<file path="config.mk">
export PLATFORM = sky130hd
export DESIGN_NAME = div_flat
export DESIGN_NICKNAME = d
export VERILOG_FILES = /design/src/rtl/div_if.sv /design/src/rtl/div.sv /design/src/flat_wrapper.sv
export SDC_FILE = /design/constraint.sdc
export NUM_CORES = 1
export LEC_CHECK = 0
export ABC_AREA = 1
export CAP_MARGIN = 20
export CORE_MARGIN = 1
export CORE_UTILIZATION = 25
export DETAILED_ROUTE_END_ITERATION = 8
export PLACE_DENSITY = 0.48
export RECOVER_POWER = 100
export SYNTH_ARGS = -nofsm -noshare
export SYNTH_HDL_FRONTEND = slang
export SYNTH_SLANG_ARGS = --single-unit
</file>
<file path="constraint.sdc">
create_clock -name clock -period 2.8 [get_ports clock]
set_input_delay 0.56 -clock clock [delete_from_list [all_inputs] [get_ports clock]]
set_output_delay 0.56 -clock clock [all_outputs]
set_load 0.05 [all_outputs]
</file>
<file path="src/rtl/div_if.sv">
// Handshake and result bundle between the control unit and the sequential divider.
// The control unit owns start/operands; the divider owns status and the HI/LO results.
interface div_if #(
    parameter int WIDTH = 32
);
    logic             start;
    logic [WIDTH-1:0] dividend;
    logic [WIDTH-1:0] divisor;
    logic             busy;
    logic             done;
    logic             div_zero;
    logic [WIDTH-1:0] hi_div;
    logic [WIDTH-1:0] lo_div;

    modport master (
        output start, dividend, divisor,
        input  busy, done, div_zero, hi_div, lo_div
    );

    modport slave (
        input  start, dividend, divisor,
        output busy, done, div_zero, hi_div, lo_div
    );
endinterface

</file>
<file path="src/rtl/div.sv">
// Signed restoring divider (MIPS DIV): quotient on lo_div, remainder on hi_div.
// Latency: done pulses in the cycle after edge E+34 (E = accepting edge); divide-by-zero after E+1.
// Backpressure: none; start is only sampled in IDLE, ignored while an operation is in flight.
module div #(
    parameter int WIDTH = 32,
    parameter int CNT_W = 6
) (
    input  logic  clock,
    input  logic  reset,
    div_if.slave  bus
);
    typedef enum logic [1:0] {
        IDLE = 2'd0,
        RUN  = 2'd1,
        FIX  = 2'd2,
        DONE = 2'd3
    } state_t;

    state_t             state;
    logic [WIDTH-1:0]   rem_q;
    logic [WIDTH-1:0]   quo_q;
    logic [WIDTH:0]     mag_m;
    logic [CNT_W-1:0]   count;
    logic               sign_q;
    logic               sign_r;
    logic               dz_flag;
    logic               busy_r;
    logic               done_r;
    logic               div_zero_r;
    logic [WIDTH-1:0]   hi_r;
    logic [WIDTH-1:0]   lo_r;

    logic [WIDTH-1:0]   dvd_mag;
    logic [WIDTH-1:0]   dvs_mag;
    logic [WIDTH:0]     rem_sh;
    logic [WIDTH:0]     trial;

    // Magnitudes are unsigned, so |-2^31| = 0x80000000 is represented exactly.
    always_comb begin
        dvd_mag = bus.dividend[WIDTH-1] ? (~bus.dividend + 1'b1) : bus.dividend;
        dvs_mag = bus.divisor[WIDTH-1]  ? (~bus.divisor  + 1'b1) : bus.divisor;
        rem_sh  = {rem_q, quo_q[WIDTH-1]};
        trial   = rem_sh - mag_m;
    end

    always_ff @(posedge clock) begin
        if (!reset) begin
            state      <= IDLE;
            rem_q      <= '0;
            quo_q      <= '0;
            mag_m      <= '0;
            count      <= '0;
            sign_q     <= 1'b0;
            sign_r     <= 1'b0;
            dz_flag    <= 1'b0;
            busy_r     <= 1'b0;
            done_r     <= 1'b0;
            div_zero_r <= 1'b0;
            hi_r       <= '0;
            lo_r       <= '0;
        end else begin
            done_r     <= 1'b0;
            div_zero_r <= 1'b0;
            case (state)
                IDLE: begin
                    if (bus.start) begin
                        busy_r <= 1'b1;
                        if (bus.divisor == '0) begin
                            dz_flag <= 1'b1;
                            state   <= DONE;
                        end else begin
                            dz_flag <= 1'b0;
                            sign_q  <= bus.dividend[WIDTH-1] ^ bus.divisor[WIDTH-1];
                            sign_r  <= bus.dividend[WIDTH-1];
                            quo_q   <= dvd_mag;
                            mag_m   <= {1'b0, dvs_mag};
                            rem_q   <= '0;
                            count   <= '0;
                            state   <= RUN;
                        end
                    end
                end
                RUN: begin
                    // Both operands of the trial subtract are below 2^WIDTH, so bit WIDTH is the sign.
                    if (!trial[WIDTH]) begin
                        rem_q <= trial[WIDTH-1:0];
                        quo_q <= {quo_q[WIDTH-2:0], 1'b1};
                    end else begin
                        rem_q <= rem_sh[WIDTH-1:0];
                        quo_q <= {quo_q[WIDTH-2:0], 1'b0};
                    end
                    count <= count + 1'b1;
                    if (count == CNT_W'(WIDTH - 1)) begin
                        state <= FIX;
                    end
                end
                FIX: begin
                    lo_r  <= sign_q ? (~quo_q + 1'b1) : quo_q;
                    hi_r  <= sign_r ? (~rem_q + 1'b1) : rem_q;
                    state <= DONE;
                end
                DONE: begin
                    done_r     <= 1'b1;
                    div_zero_r <= dz_flag;
                    busy_r     <= 1'b0;
                    state      <= IDLE;
                end
                default: state <= IDLE;
            endcase
        end
    end

    assign bus.busy     = busy_r;
    assign bus.done     = done_r;
    assign bus.div_zero = div_zero_r;
    assign bus.hi_div   = hi_r;
    assign bus.lo_div   = lo_r;
endmodule

</file>
<file path="src/flat_wrapper.sv">
// flat-port wrapper written by rule: the top's interface ports become plain ports
module div_flat 
#(
    parameter int WIDTH = 32,
    parameter int CNT_W = 6
)
  (clock, reset, bus_start, bus_dividend, bus_divisor, bus_busy, bus_done, bus_div_zero, bus_hi_div, bus_lo_div);
  div_if #(.WIDTH(WIDTH)) bus_i ();
  input  logic clock;
  input  logic reset;
  input wire logic [$bits(bus_i.start)-1:0] bus_start;
  input wire logic [$bits(bus_i.dividend)-1:0] bus_dividend;
  input wire logic [$bits(bus_i.divisor)-1:0] bus_divisor;
  output wire logic [$bits(bus_i.busy)-1:0] bus_busy;
  output wire logic [$bits(bus_i.done)-1:0] bus_done;
  output wire logic [$bits(bus_i.div_zero)-1:0] bus_div_zero;
  output wire logic [$bits(bus_i.hi_div)-1:0] bus_hi_div;
  output wire logic [$bits(bus_i.lo_div)-1:0] bus_lo_div;
  assign bus_i.start = bus_start;
  assign bus_i.dividend = bus_dividend;
  assign bus_i.divisor = bus_divisor;
  assign bus_busy = bus_i.busy;
  assign bus_done = bus_i.done;
  assign bus_div_zero = bus_i.div_zero;
  assign bus_hi_div = bus_i.hi_div;
  assign bus_lo_div = bus_i.lo_div;
  div #(.WIDTH(WIDTH), .CNT_W(CNT_W)) u_core (.clock(clock), .reset(reset), .bus(bus_i));
endmodule
</file>
==> results of run 1 <==
-- final timing paths --
check / start / end / depth (start not counted)
hold reg to reg: u_core.dz_flag / u_core.bus.div_zero / 2
hold / removal: u_core.dz_flag / u_core.bus.div_zero / 2
setup / recovery: u_core.quo_q[31] / u_core.rem_q[0] / 16
setup reg to reg: u_core.quo_q[31] / u_core.rem_q[0] / 16
-- layer usage --
metal,track usage [%],vias up
li1,-,7170
met1,23.3,6342
met2,30.2,238
met3,2.59,56
met4,6.25,0
met5,0,-
-- sequential cells by signal, summed over array words and instances (netlist names), 2 cells and up --
signal	flops
u_core.bus.hi_div	32
u_core.bus.lo_div	32
u_core.count	6
u_core.mag_m	32
u_core.quo_q	32
u_core.rem_q	32
u_core.state	2
-- per-stage QoR --
| stage | util [%] | hold slack [ps] | setup slack [ps] | cells | instance area [um^2] |
|---|---|---|---|---|---|
| final | 31.2 | 438 | 290 | 2974 | 15800 |
| after global routing | 31.2 | 462 | 18.6 | 2973 | 15800 |
| after CTS | 31.3 | 443 | 279 | 2973 | 15800 |
| after detailed placement | 30.1 | 428 | 82.8 | 2941 | 15200 |
| after global placement | 30.1 | 427 | 128 | 2941 | 15200 |
| after floorplan | - | 408 | 638 | 2164 | 12900 |
-- cells by family after synthesis --
kind of cell               synth area share, %
and+or+nand+nor                           35.7
adders and majority gates                 4.13
xor gates and xnor gates                  4.54
DFF                                       27.0
buffers and inverters                     13.2
AOI/OAI and AO/OA                         15.5
-- area by class of cell --
| cell class | count | area [um^2] | area share [%] |
|---|---|---|---|
| Timing Repair Buffer | 190 | 1880 | 11.9 |
| Multi-Input combinational cell | 1565 | 7730 | 48.9 |
| Tap cell | 672 | 841 | 5.32 |
| Sequential cell | 174 | 3480 | 22.1 |
| Antenna cell | 1 | 2.50 | 0.0158 |
| Clock buffer | 18 | 439 | 2.78 |
| Clock inverter | 14 | 146 | 0.927 |
| Inverter | 340 | 1280 | 8.08 |
-- worst min-delay path: cells and delay by family (launching register included) --
| family | cells | cell delay (ps) |
|---|---|---|
| buffers and inverters | 1 | 50 |
| flip-flops | 1 | 320 |
| AND/OR/NAND/NOR | 1 | 40 |
-- power groups by stage --
stage	Combinational [mW]	Sequential [mW]	Clock (mW)
after floorplan	2.17	3.17	0
after global placement	3.49	3.02	0
after detailed placement	3.50	3.02	0
after CTS	3.51	2.97	2.51
after global routing	3.85	3.01	2.61
final	3.46	2.97	2.43
-- layout by cell type (no fill, tap or decap), drive strengths merged --
cell and instances:
clkdlybuf4s50 65, a21o 6, nor2 217, o21a 3
nor4 11, clkinv 3, a31oi 14, o21bai 7
nand3b 3, ha 41, dfxtp 174, xor2 45
fa 1, a211oi 2, o31ai 2, and2 3
diode 1, nand2 620, o21ai 126, o41ai 2
buf 56, clkbuf 20, or2 5, clkinvlp 3
o221ai 17, inv 348, a21oi 151, nand4 30
o22ai 2, and3 2, o211ai 24, dlygate4sd3 67
xnor2 22, nand3 176, nor3 33
==> run metrics, run 1 <==
status complete, but fails checks; failing checks capacitance limit, slew limit; RSZ-0062 raised after global routing no; Reg2Reg Setup Slack a little under 300 ps; Gate power share 39.1%; top post-synthesis cells by area dfxtp_1, nand2_1, inv_1; Startpoint Class register; Met3 Wirelength 1.53 mm; sequential share of power between 30% and 40%; CTS tree done; standard-cell rows slightly above 80; initial antenna violation count 2; GP Congestion 0.887; sequential fraction of the synthesis area between 20 and 30%; Residual DRC 0; routed vias/inst about 4.6; slowest cell on the critical path fa_1; Post-CTS Hold Buffers 0; Yosys top cell area share approximately 27%; Net count, final 2,397; vias in the first global route 13,300; die width 229 um; ratio of final minimum period to clock period ~90%; CP max FO 15; synth cell count leaders nand2_1, inv_1, nor2_1; CP Cell Sequence inv_1 > ha_1 > fa_1 > inv_1 > nand2_1 > nand2_1 > nand3_1 > nand2_2 > nand2_1 > nand2_2 > nand2_4 > nand3_4 > buf_4 > nand3_1 > nand3_1 > a21oi_1; Slew Limit Fails 96; minimum clock period around 2500 ps; buffers added on ports 133; Top Family by Delay on Critical Path simple AND/OR/NAND/NOR gates; Setup TNS Final 0 ps; final hold viol count 0; worst slew pin tran 1930 ps; Clock Skews 11.6 ps; CTS HTree Levels 4; filler instances 5,666; gr ovfl total 0; Yosys reg bits 174; synth warn 0; post-synthesis cell type count 43; Hold Crit Class reg2reg; Max Fclk 0.398 GHz; Sw Ratio 43.1%; DR WL/cell roughly 16 um; most common flop cell mapped by yosys dfxtp_1; first-pass GRT wire length 73.6 mm; initial DRC count 847; met1 wire length 21.9 mm; CTS Buf Count 17; Leakage between 7 and 8 nW; Area Overhead vs Synth 22.2%; Mapped Cells 2,164; net switching power figure 3.82 mW; area of the core 50,600 um^2; routed wire length 46.5 mm; fraction of layout cells with a size suffix above 1 4.95%; Post-synth EDFFs 0; CTS root buf clkbuf_16; full die area 52,600 um^2; WP data arrival 2860 ps; syn_nets roughly 2,300; Max-Slew Margin vs Limit -28.5%; highest metal used met4; post-CTS sizing 0; dpl hpwl 37.2 mm; PD cells 561 nW/um^2; Post-CTS Setup Inserts 0; Final ANT Viol Nets 0; Setup Viol. Count Final 0; most frequent cell after synthesis nand2_1; via count 13,800; Crit path largest cell delay 420 ps; max_cap viols 1; asr flop ratio synth 0%; DR WL met2 21.9 mm; GR Util All Layers 18.0%; cell internal pwr 5.04 mW; Crit. End Element register; clk sinks 174; Yosys top cell by area dfxtp_1; clock share of power 27.4%; Setup CP Type reg2reg; critical path buffer and inverter count 3; Top Ports 134; CP required around 3200 ps; pin count of the biggest net entering global routing 117; clk_lat worst skew 480 ps; Initial Utilization 25.5%; die height 229 um; syn_area_per_cell 5.97 um^2; Max clock buf depth 2; drt pass-1 iters 5; overall power consumption 8.86 mW; Synth Cell Area 12,900 um^2; Peak VDD IR 445 uV; Clock transition at path regs 80 ps
No activity file was read; power rests on OpenSTA's default activity.
==> run 2: changes to the inputs <==
Settings changed: CORE_UTILIZATION 25 to 58, PLACE_DENSITY 0.48 to 0.87.
==> run 2 against run 1 <==
Compared with the run above: the run now ends clean; final cell count fell by 14%; non-clock buffer count fell by 24; clock-buffer cell count fell by 1; cell area fell by 4.7%; global-route usage rose by 18 points; core utilization rose by 38 points.
==> run metrics, run 2 (synthesis gave the netlist of run 1 again) <==
status completed; clk sinks 174 (unchanged); Max clock buf depth 2 (unchanged); Slew Limit Fails 0 (-100%); Reg2Reg Setup Slack 210 ps (-80 ps); gr ovfl total 0 (unchanged); Residual DRC 0 (unchanged); CTS tree done; Net count, final 2,373 (-1.0%); WP data arrival 2960 ps (+100 ps); vias in the first global route 13,000 (-2.2%); crit path launch bus_divisor[0]; post-CTS sizing 0 (unchanged); Area Overhead vs Synth 16.5%; first-pass GRT wire length 64.5 mm (-12%); Max-Slew Margin vs Limit 18.6% (+47 points); worst setup path end u_core.count[2]; GR Util All Layers 36.0% (+18 points); final hold viol count 0 (unchanged); Hold Crit Class reg2reg; RSZ-0062 raised after global routing no; CP required 3140 ps (about the same); area of the core 21,800 um^2 (-57%); Top Ports 134 (unchanged); Crit. End Element register; non-filler cells, final 2,557 (-14%); initial DRC count 1,384 (+63%); worst slew pin tran 1220 ps (-707 ps); DR WL/cell 16.0 um (+2.3%); overall power consumption 8.84 mW (-0.17%); CTS HTree Levels 4 (unchanged); Setup TNS Final 0 ps (unchanged); Peak VDD IR 490 uV (+10%); Setup Viol. Count Final 0 (unchanged); routed wire length 40.9 mm (-12%); most frequent cells in the layout nand2_1, inv_1, nor2_1, nand3_1, dfxtp_1; CTS root buf clkbuf_16; Final ANT Viol Nets 0 (unchanged); tightest hold margin 430 ps (-8.14 ps); Initial Utilization 59.2% (+34 points); drt pass-1 iters 5 (unchanged); dpl hpwl 31.2 mm (-16%); Setup CP Type in2reg; Diodes inserted 0 (-1); Post-CTS Hold Buffers 0 (unchanged); max_cap viols 0 (-1); initial antenna violation count 0 (-2); Reg2Reg Launch Point u_core.quo_q[31]; buffers added on ports 133 (unchanged); Post-CTS Setup Inserts 0 (unchanged); minimum clock period 2620 ps (+111 ps); most common cell after layout, fill and taps aside nand2_1; via count 14,500 (+4.8%); Placed Cells 2,525 (-14%); standard-cell rows 54 (-34%); PD cells 587 nW/um^2 (+4.7%); Max Fclk 0.382 GHz (-4.2%); ratio of final minimum period to clock period 93.6% (+4.0 points); GP Congestion 0.963 (+8.5%); R2R depth 16 (unchanged); die height 151 um (-34%); clk_lat worst skew 450 ps (-30 ps); routed vias/inst 5.66 (+22%); Startpoint Class input pin; full die area 22,900 um^2 (-57%); RR Endpoint u_core.rem_q[0]; CP max FO 13 (-2); die width 151 um (-34%); Clock Skews 16.9 ps (+5.32 ps); final core occ 69.0% (+38 points); fraction of layout cells with a size suffix above 1 3.73% (-1.2 points); Clock transition at path regs 80 ps (about the same); Leakage 7.61 nW (-1.8%); pin count of the biggest net entering global routing 117 (unchanged); CTS Buf Count 17 (unchanged)
run 2: changes by cell type in the layout (fill, tap and decap cells not counted), moves of 2 or more:
cell | before | now
buf_12 | 10 | 4
buf_4 | 46 | 21
clkbuf_1 | 1 | 5
clkbuf_4 | 0 | 3
clkinv_8 | 2 | 5
clkinvlp_4 | 3 | 1
inv_12 | 0 | 3
inv_6 | 3 | 1
run 2: power by group:
part           internal (mW)  switching (mW)
clock network           1.24            1.24
registers               2.73           0.274
logic                   1.04            2.32
run 2: metrics by stage:
stage | area, um^2 | setup slack [ps]
floorplan | 12900 | 638
global placement | 14500 | 189
detailed placement | 14500 | 106
CTS | 15100 | 251
global route | 15100 | 37.0
finish | 15100 | 179
run 2: worst min path at each step:
stage / slack [ps] / start / to / cells after the start
global placement: 420 / u_core.dz_flag / u_core.bus.div_zero / 2
CTS: 430 / u_core.dz_flag / u_core.bus.div_zero / 2
floorplan: 410 / u_core.dz_flag / u_core.bus.div_zero / 2
finish: 430 / u_core.dz_flag / u_core.bus.div_zero / 2
detailed placement: 420 / u_core.dz_flag / u_core.bus.div_zero / 2
global route: 460 / u_core.dz_flag / u_core.bus.div_zero / 2
run 2: cell type report:
cell class | count | area (um^2)
Clock inverter | 15 | 200
Inverter | 340 | 1280
Tap cell | 280 | 350
Sequential cell | 174 | 3480
Clock buffer | 17 | 425
Multi-Input combinational cell | 1565 | 7720
Fill cell | 1969 | 6770
Timing Repair Buffer | 166 | 1610
run 2: worst max-delay path, cell delays in order:
cell and delay [ps]:
clkdlybuf4s50_1 470, inv_1 60, ha_1 200, nand3_1 130, nor2_1 80, nand2_1 90
nor2_1 100, nor3_2 140, clkbuf_1 530, nand2_1 210, nand2_1 160, inv_1 80
o21ai_0 80, a21oi_1 60
run 2: layer usage:
| metal | part of all wire [%] | vias up | GRT usage [%] |
|---|---|---|---|
| met5 | 0 | - | 0 |
| met4 | 3.2 | 0 | 13.2 |
| met3 | 7.7 | 104 | 5.30 |
| met2 | 45 | 645 | 57.7 |
| met1 | 44 | 6582 | 48.6 |
| li1 | - | 7135 | - |
==> RTL edit: new RTL, flow settings as in run 2 <==
`CNT_W` is set to 6 in 2 places; all go to 3.
--- a/src/rtl/div.sv
+++ b/src/rtl/div.sv
@@ -4,5 +4,5 @@
 module div #(
     parameter int WIDTH = 32,
-    parameter int CNT_W = 6
+    parameter int CNT_W = 3
 ) (
     input  logic  clock,
--- a/src/flat_wrapper.sv
+++ b/src/flat_wrapper.sv
@@ -3,5 +3,5 @@
 #(
     parameter int WIDTH = 32,
-    parameter int CNT_W = 6
+    parameter int CNT_W = 3
 )
   (clock, reset, bus_start, bus_dividend, bus_divisor, bus_busy, bus_done, bus_div_zero, bus_hi_div, bus_lo_div);
Formal check against the unedited RTL: no difference found for any inputs over 10 cycles, from zero or initial values and one cycle with reset low; that may be too few to reach the edited logic, so the function may still have changed.
==> RTL edit against run 2 <==
  * Final area rose by 0.65%
  * Routed wire length up 3.1%
  * Sequential cell count down 3
  * Utilization grew 2.4 points
  * Non-clock buffer count increased by 44
  * Worst setup slack lost 0.072 ns
  * Synthesized area down 1.8%
  * Total power down 1.5%
  * Sequential share of layout area decreased by 0.54 points
  * Count of clock-buffer cells in the layout increased by 5
  * Global-route usage increased by 1.6 points
  * Hold slack better by 0.014 ns
  * Highest routed layer unchanged
==> RTL edit: results (changes against run 2) <==
result of the run=finished clean (unchanged); synth cell count leaders=565 x sky130_fd_sc_hd__nand2_1, 321 x sky130_fd_sc_hd__inv_1, 210 x sky130_fd_sc_hd__nor2_1, 171 x sky130_fd_sc_hd__dfxtp_1, 158 x sky130_fd_sc_hd__a21oi_1 (was 609 x sky130_fd_sc_hd__nand2_1, 337 x sky130_fd_sc_hd__inv_1, 210 x sky130_fd_sc_hd__nor2_1, 175 x sky130_fd_sc_hd__nand3_1, 174 x sky130_fd_sc_hd__dfxtp_1); Compound-Gate Fraction of Synth Area=17.3% (was 15.5%); first drt pass iteration count=6 (was 5); RePlAce Congestion=0.982 (was 0.963); Crit Path Max Fanout=32 (was 13); Final Critical Period=2.69 ns (was 2.62 ns); number of buffer cells added on primary ports=133 (unchanged); maximum number of pins on one net before global-route repair=70 (was 117); reg-to-reg critical path startpoint=u_core.mag_m[0]$_SDFFE_PN0P_ (was u_core.quo_q[31]$_SDFFE_PN0P_); hold slack=0.444 ns (was 0.430 ns); count of nets after finishing=2367 (was 2373); Post-Place Setup Slack=-0.299 ns (was 0.106 ns); final cell count without fillers=2545 (was 2557); sequential cell area fraction in the yosys report=27.0% (about the same); Routed wire per std cell=16.6 um (was 16.0 um); worst min-delay path endpoint=u_core.bus.div_zero$_SDFF_PN0_ (unchanged); prevailing post-synth register cell=sky130_fd_sc_hd__dfxtp_1 (unchanged); distinct cell type count of the synthesized netlist=52 (was 43); Net Sw Power=3.60 mW (was 3.84 mW); Relative slew margins=22.4% (was 18.6%); vias after detailed routing=14359 (was 14466); standard cell area after detailed placement=14600 um2 (was 14500 um2); Total GRT Usage=37.6% (was 36.0%); Post-Synth XOR/XNOR Area=4.49% (was 4.54%); area share of fa/ha/maj cells after synthesis=4.30% (was 4.13%); net count after synthesis=2218 (was 2273); global-route wire length before repair=66100 um (was 64500 um); detailed placer's ending HPWL=32300 um (was 31200 um); Reg2Reg Depth=15 (was 16); mux share of post-synthesis cell area=0% (unchanged); antenna violations before repair=0 (unchanged); master cell of the clock root buffer=sky130_fd_sc_hd__clkbuf_16 (unchanged); Critical Path AT=2.99 ns (was 2.96 ns); initial detailed-routing violation count=1478 (was 1384); cell types with the largest area share after synthesis=sky130_fd_sc_hd__dfxtp_1 27%, sky130_fd_sc_hd__nand2_1 17%, sky130_fd_sc_hd__inv_1 9.5% (was sky130_fd_sc_hd__dfxtp_1 27%, sky130_fd_sc_hd__nand2_1 18%, sky130_fd_sc_hd__inv_1 9.8%); internal reg-to-reg setup slack=0.11 ns (was 0.21 ns); Worst VDD drop=441 uV (was 490 uV); number of global-route vias before repair=13031 (was 12960); reg-to-reg critical path endpoint=u_core.rem_q[7]$_SDFFE_PN0P_ (was u_core.rem_q[0]$_SDFFE_PN0P_); leak pwr=7.72 nW (was 7.61 nW); # fillers=1881 (was 1969); final setup skew=0.00961 ns (was 0.0169 ns); Syn Area/Cell=6.02 um2 (was 5.97 um2); ratio of cells with drive above 1 in the final layout=6.56% (was 3.73%)
[RTL edit: cell count changes after synthesis, sizes merged, moves of 6 or more]
cell    delta
clkbuf     +8
a21oi     +10
buf       -11
nor4       -6
nand2     -47
o21ai     +36
inv       -10
a31oi     -10
nand3b     +9
nand3     -28
nand4      -8
[RTL edit: per-layer routing]
layer,part of all wire (%),global-route usage (%),up-vias
met4,4.9,18.9,0
met2,46,62.0,678
met1,42,47.8,6475
li1,-,-,7060
met3,7.5,5.24,146
met5,0,0,-
[RTL edit: layout make-up]
| cell class | instances | area [um2] | area share, % |
|---|---|---|---|
| multi-input combinational | 1525 | 7630 | 50.3 |
| sequential | 171 | 3420 | 22.6 |
| timing repair buffer | 210 | 1930 | 12.7 |
| inverter | 332 | 1250 | 8.23 |
| clock buffer | 22 | 474 | 3.13 |
| tap | 275 | 344 | 2.27 |
| clock inverter | 10 | 108 | 0.710 |
[RTL edit: worst max path at each step]
stage	from	end	cells after the start
2_1_floorplan	u_core.quo_q[31]$_SDFFE_PN0P_	u_core.rem_q[0]$_SDFFE_PN0P_	16
3_3_place_gp	bus_divisor[0]	u_core.rem_q[9]$_SDFFE_PN0P_	13
3_5_place_dp	bus_divisor[0]	u_core.rem_q[6]$_SDFFE_PN0P_	13
4_1_cts	bus_divisor[0]	u_core.rem_q[5]$_SDFFE_PN0P_	13
5_1_grt	u_core.mag_m[0]$_SDFFE_PN0P_	u_core.rem_q[5]$_SDFFE_PN0P_	15
6_report	u_core.mag_m[0]$_SDFFE_PN0P_	u_core.rem_q[7]$_SDFFE_PN0P_	15
[RTL edit: power by group through the flow]
stage / combinational [mW] / clock [mW] / sequential, mW
5_1_grt: 3.70 / 2.47 / 2.99
3_3_place_gp: 3.24 / 0 / 2.99
6_report: 3.37 / 2.37 / 2.97
2_1_floorplan: 2.09 / 0 / 3.17
3_5_place_dp: 3.31 / 0 / 3.00
4_1_cts: 3.34 / 2.37 / 2.96
[RTL edit: worst max-delay path, stage by stage, from the launching register on]
cell                      delay [ns]
sky130_fd_sc_hd__dfxtp_1        0.33
sky130_fd_sc_hd__ha_1           0.25
sky130_fd_sc_hd__fa_1           0.42
sky130_fd_sc_hd__inv_1          0.11
sky130_fd_sc_hd__nand2_1        0.06
sky130_fd_sc_hd__nand2_1        0.08
sky130_fd_sc_hd__nand3_1        0.08
sky130_fd_sc_hd__nand2_2        0.12
sky130_fd_sc_hd__nand2_1        0.07
sky130_fd_sc_hd__nand2_2        0.09
sky130_fd_sc_hd__nand2_2        0.09
sky130_fd_sc_hd__nand3_2        0.10
sky130_fd_sc_hd__buf_4          0.34
sky130_fd_sc_hd__nand3_1        0.18
sky130_fd_sc_hd__nand3_1        0.14
sky130_fd_sc_hd__a21oi_1        0.07
